==> src/rtl/axis_tsn_tx_arbiter.sv <==
// axis_tsn_tx_arbiter: frame-level arbiter merging critical and best-effort byte streams onto one AXIS output
module axis_tsn_tx_arbiter #(
  parameter int CRIT_BURST_MAX = 4,
  parameter int CNT_WIDTH = 16
) (
  input  logic                 axis_aclk,
  input  logic                 rst,
  input  logic                 s_crit_tvalid,
  output logic                 s_crit_tready,
  input  logic [7:0]           s_crit_tdata,
  input  logic                 s_crit_tlast,
  input  logic                 s_be_tvalid,
  output logic                 s_be_tready,
  input  logic [7:0]           s_be_tdata,
  input  logic                 s_be_tlast,
  output logic                 m_axis_tvalid,
  input  logic                 m_axis_tready,
  output logic [7:0]           m_axis_tdata,
  output logic                 m_axis_tlast,
  input  logic                 gate_crit_open,
  input  logic                 gate_be_open,
  output logic [1:0]           grant,
  output logic [CNT_WIDTH-1:0] crit_frame_cnt,
  output logic [CNT_WIDTH-1:0] be_frame_cnt
);
  localparam int SW = $clog2(CRIT_BURST_MAX + 1) + 1;
  localparam logic [SW-1:0] L_MAX = SW'(CRIT_BURST_MAX);
  typedef enum logic [1:0] {IDLE = 2'b00, CRIT = 2'b01, BE = 2'b10} state_t;
  state_t r_state;
  logic [SW-1:0] r_streak;
  logic [CNT_WIDTH-1:0] r_crit_cnt, r_be_cnt;
  logic w_crit_ok, w_be_ok, w_force_be, w_in_crit, w_in_be, w_end;
  assign w_crit_ok = s_crit_tvalid & gate_crit_open;
  assign w_be_ok = s_be_tvalid & gate_be_open;
  assign w_force_be = w_crit_ok & w_be_ok & (CRIT_BURST_MAX != 0) & (r_streak == L_MAX);
  assign w_in_crit = (r_state == CRIT);
  assign w_in_be = (r_state == BE);
  assign w_end = m_axis_tvalid & m_axis_tready & m_axis_tlast;
  assign grant = r_state;
  assign crit_frame_cnt = r_crit_cnt;
  assign be_frame_cnt = r_be_cnt;
  // zero-latency pass-through of the granted stream; nothing flows while idle
  always_comb begin
    m_axis_tvalid = w_in_crit ? s_crit_tvalid : w_in_be ? s_be_tvalid : 1'b0;
    m_axis_tdata = w_in_crit ? s_crit_tdata : w_in_be ? s_be_tdata : 8'h00;
    m_axis_tlast = w_in_crit ? s_crit_tlast : w_in_be ? s_be_tlast : 1'b0;
    s_crit_tready = w_in_crit & m_axis_tready;
    s_be_tready = w_in_be & m_axis_tready;
  end
  // frame-boundary arbitration with a bounded critical streak, plus per-class frame counting
  always_ff @(posedge axis_aclk or posedge rst) begin
    if (rst) begin
      r_state <= IDLE;
      r_streak <= '0;
      r_crit_cnt <= '0;
      r_be_cnt <= '0;
    end else begin
      case (r_state)
        IDLE: begin
          if (w_force_be) begin
            r_state <= BE;
            r_streak <= '0;
          end else if (w_crit_ok) begin
            r_state <= CRIT;
            if (w_be_ok && r_streak != L_MAX) r_streak <= r_streak + 1'b1;
          end else if (w_be_ok) begin
            r_state <= BE;
            r_streak <= '0;
          end
        end
        CRIT: if (w_end) begin
          r_state <= IDLE;
          r_crit_cnt <= r_crit_cnt + 1'b1;
        end
        BE: if (w_end) begin
          r_state <= IDLE;
          r_be_cnt <= r_be_cnt + 1'b1;
        end
        default: r_state <= IDLE;
      endcase
    end
  end
endmodule

==> config.mk <==
export PLATFORM = sky130hd
export DESIGN_NAME = axis_tsn_tx_arbiter
export DESIGN_NICKNAME = d
export VERILOG_FILES = /design/src/rtl/axis_tsn_tx_arbiter.sv
export SDC_FILE = /design/constraint.sdc
export NUM_CORES = 1
export LEC_CHECK = 0
export ABC_CLOCK_PERIOD_IN_PS = 4200
export CORE_AREA = 5 5 75 70
export CTS_CLUSTER_DIAMETER = 200
export DETAILED_ROUTE_END_ITERATION = 12
export DIE_AREA = 0 0 80 75
export GPL_ROUTABILITY_DRIVEN = 0
export PLACE_DENSITY = 0.82
export SYNTH_ARGS = -nofsm -noshare
export SYNTH_HDL_FRONTEND = slang
export SYNTH_SLANG_ARGS = --single-unit
==> constraint.sdc <==
create_clock -name axis_aclk -period 4.2 [get_ports axis_aclk]
set_input_delay 1.26 -clock axis_aclk [delete_from_list [all_inputs] [get_ports axis_aclk]]
set_output_delay 1.26 -clock axis_aclk [all_outputs]
set_load 0.01 [all_outputs]
==> impl_metrics.env <==
export IMPL_status="finished clean"
export IMPL_maxSlewHeadroom_pct=49.8
export IMPL_dp_slack_ns=0.209
export IMPL_p_leak_nw=1.29
export IMPL_drcViolationCount=0
export IMPL_core_area_um2=4370
export IMPL_post_cts_buffers=0
export IMPL_wl_per_cell_um=13.6
export IMPL_cp_required_ns=2.94
export IMPL_dr_pass1_iters=5
export IMPL_antenna_left=0
export IMPL_cts_buffer_depth=2
export IMPL_hpwl_um=3460
export IMPL_syn_area_um2=2030
export IMPL_cp_max_fo=4
export IMPL_synthAdderAreaFrac_pct=4.32
export IMPL_drive_above_1_share_pct=8.81
export IMPL_cts_sinks=38
export IMPL_cpPeakStageDelay_ns=0.49
export IMPL_die_h_um=75
export IMPL_worstPathCellList="clkdlybuf4s50_1 > and2_1 > or2_2 > clkdlybuf4s50_1"
export IMPL_critPathLaunchType="input pin"
export IMPL_antenna_found_initial=0
export IMPL_portBuffers=70
export IMPL_fin_worst_skew_ns=0.00513
export IMPL_arrival_ns=2.73
export IMPL_area_growth_pct=42.2
export IMPL_setup_violations=0
export IMPL_dieWidth_um=80
export IMPL_synth_cell_types=40
export IMPL_drt_iter0_markers=86
export IMPL_rrSetupSlack_ns=1.84
export IMPL_vias_per_cell=5.14
export IMPL_grt_overflow_total=0
export IMPL_setup_worst_path_end="m_axis_tvalid"
export IMPL_hold_violations=0
export IMPL_initial_core_util_pct=46.3
export IMPL_synthCells=186
export IMPL_grt_max_degree=21
export IMPL_clk_latency_ns=0.28
export IMPL_multi_input_area_um2=1010
export IMPL_reg2regPathDepth=5
export IMPL_grt_pass1_vias=1659
export IMPL_synthXorXnorAreaFrac_pct=13.0
export IMPL_via_count=1661
export IMPL_muxShareOfSynthArea_pct=2.35
export IMPL_cpMaxStageDelayCell="clkdlybuf4s50_1"
export IMPL_ys_seq_area_share_pct=46.9
export IMPL_fin_crit_ns=3.99
export IMPL_rr_startpoint="grant[1]"
export IMPL_hold_ws_ns=0.469
export IMPL_synth_top_family_by_area="simple AND/OR/NAND/NOR gates"
export IMPL_rows=23
export IMPL_worst_setup_path_type="in -> out"
export IMPL_final_nets=292
export IMPL_cts_tree="built"
export IMPL_final_max_slew_violation_count=0
export IMPL_grt_pass1_wl_um=7620
export IMPL_grt_util_all_layers_pct=16.4
export IMPL_clkTransAtPathRegs_ns=0.07
export IMPL_drt_wl_total_um=4380
export IMPL_worstMarginPinSlew_ns=0.753
export IMPL_hold_class="reg -> reg"
export IMPL_cts_root_buf="clkbuf_8"
export IMPL_diodes=0
export IMPL_io_pins=71
export IMPL_register_area_um2=951
export IMPL_clock_tree_htree_level_count=2
export IMPL_cts_resized=0
export IMPL_drv_cap=0
export IMPL_p_per_area_nw_per_um2=397
export IMPL_synth_simple_gate_area_share_pct=21.6
export IMPL_rsz0062_at_grt="false"
export IMPL_cts_inserted_buffers=5
export IMPL_die_area_um2=6000
export IMPL_worstReg2RegEnd="be_frame_cnt[1]"
export IMPL_syn_area_per_cell_um2=10.9
export IMPL_syn_num_nets=218
export IMPL_crit_path_start="s_crit_tvalid"
export IMPL_synth_compound_area_share_pct=8.52
export IMPL_yosys_warnings=0
export IMPL_postCtsHoldBufs=0
export IMPL_crit_top_cell="clkdlybuf4s50_1"
export IMPL_ys_seq_elements=38
export IMPL_final_setup_worst_slack_ns=0.210
export IMPL_finalCritPeriodShare_pct=95.0
export IMPL_final_setup_tns_ns=0
export IMPL_fill_cells=362
export IMPL_max_freq_mhz=251
export IMPL_ir_drop_mv=0.249
export IMPL_cp_end_kind="output port"
[area by class of cell]
| class | instances | area share (%) |
|---|---|---|
| Tap cell | 62 | 2.69 |
| Multi-Input combinational cell | 132 | 35.0 |
| Timing Repair Buffer | 71 | 24.6 |
| Clock buffer | 7 | 3.00 |
| Clock inverter | 1 | 0.174 |
| Sequential cell | 38 | 33.0 |
| Inverter | 12 | 1.56 |
[state kept, by name (all words and copies together) (netlist names)]
register        flops
grant               2
be_frame_cnt       16
r_streak            4
crit_frame_cnt     16
[cells in the mapped netlist]
cell / number / area [µm²]
nor4b_1: 1 / 8.76
nand4_1: 5 / 31.3
o21bai_1: 1 / 7.51
nand2_1: 13 / 48.8
mux2i_1: 1 / 10.0
o211ai_1: 1 / 7.51
and2_1: 3 / 18.8
or2_2: 1 / 6.26
nor3_2: 7 / 70.1
o221ai_2: 1 / 15.0
mux2_4: 1 / 15.0
o21ai_0: 3 / 15.0
nor2_1: 5 / 18.8
o22ai_2: 1 / 12.5
and4b_1: 1 / 10.0
nand3_1: 15 / 75.1
clkbuf_1: 3 / 11.3
nor4_4: 1 / 21.3
dfrtp_1: 38 / 951
a22o_1: 8 / 70.1
nor3b_1: 1 / 7.51
or2_1: 1 / 6.26
a22oi_1: 1 / 7.51
and3_1: 5 / 31.3
buf_6: 1 / 11.3
a22o_4: 1 / 17.5
nand4_2: 1 / 12.5
nor3_1: 5 / 25.0
xor2_1: 13 / 114
and4_1: 2 / 17.5
xnor2_1: 17 / 149
a21o_1: 2 / 15.0
ha_1: 7 / 87.6
nor2b_1: 1 / 6.26
and3b_1: 1 / 8.76
inv_1: 12 / 45.0
mux2_1: 1 / 11.3
mux2_2: 1 / 11.3
nor4_1: 2 / 12.5
a21oi_1: 1 / 5.00
[through the flow]
stage | std cells | cell area [µm²] | total power (W) | utilization (%)
CTS | 323 | 2880 | 0.00116 | 65.8
floorplan | 186 | 2030 | 0.000685 | -
finish | 323 | 2880 | 0.00114 | 65.8
global placement | 315 | 2790 | 0.000893 | 63.8
detailed placement | 315 | 2790 | 0.000898 | 63.8
global route | 323 | 2880 | 0.00122 | 65.8
[power by group]
part           switching (W)  internal (W)
Clock               0.000122      0.000132
Combinational       0.000200      0.000251
Sequential         0.0000394      0.000398
[cell families (layout without fill, tap and decap cells)]
kind of cell / Yosys count / after routing
adder cells (fa/ha/maj): 7 / 7
flip-flops: 38 / 38
XOR/XNOR: 30 / 30
buffers and inverters: 16 / 91
AO/OA/AOI/OAI: 20 / 20
multiplexers: 4 / 4
AND/OR/NAND/NOR: 71 / 71
[critical path: cells and delay by family]
kind | cells | cell delay [ns]
and+or+nand+nor | 2 | 0.50
buffers and inverters | 2 | 0.97
[metal layers]
metal / global-route usage, % / share of wire, %
met5: 0 / 0
met1: 19.8 / 44
met3: 8.25 / 13
met4: 4.50 / 1.2
met2: 26.3 / 42
[how the worst min path moves through the flow]
stage	to	startpoint	slack, ns	depth (start not counted)
after CTS	be_frame_cnt[15]	be_frame_cnt[15]	0.47	1
after floorplan	r_streak[3]	r_streak[3]	0.49	2
after global placement	be_frame_cnt[15]	be_frame_cnt[15]	0.46	1
final	be_frame_cnt[15]	be_frame_cnt[15]	0.47	1
after global routing	be_frame_cnt[10]	be_frame_cnt[10]	0.51	1
after detailed placement	be_frame_cnt[15]	be_frame_cnt[15]	0.46	1
[layout by cell type (no fill, tap or decap), types with 7 or more instances in the layout]
master / count
clkdlybuf4s50_1: 70
dfrtp_1: 38
xnor2_1: 17
nand3_1: 15
nand2_1: 13
xor2_1: 13
inv_1: 12
a22o_1: 8
nor3_2: 7
ha_1: 7
Power figures use the tool's default switching activity.
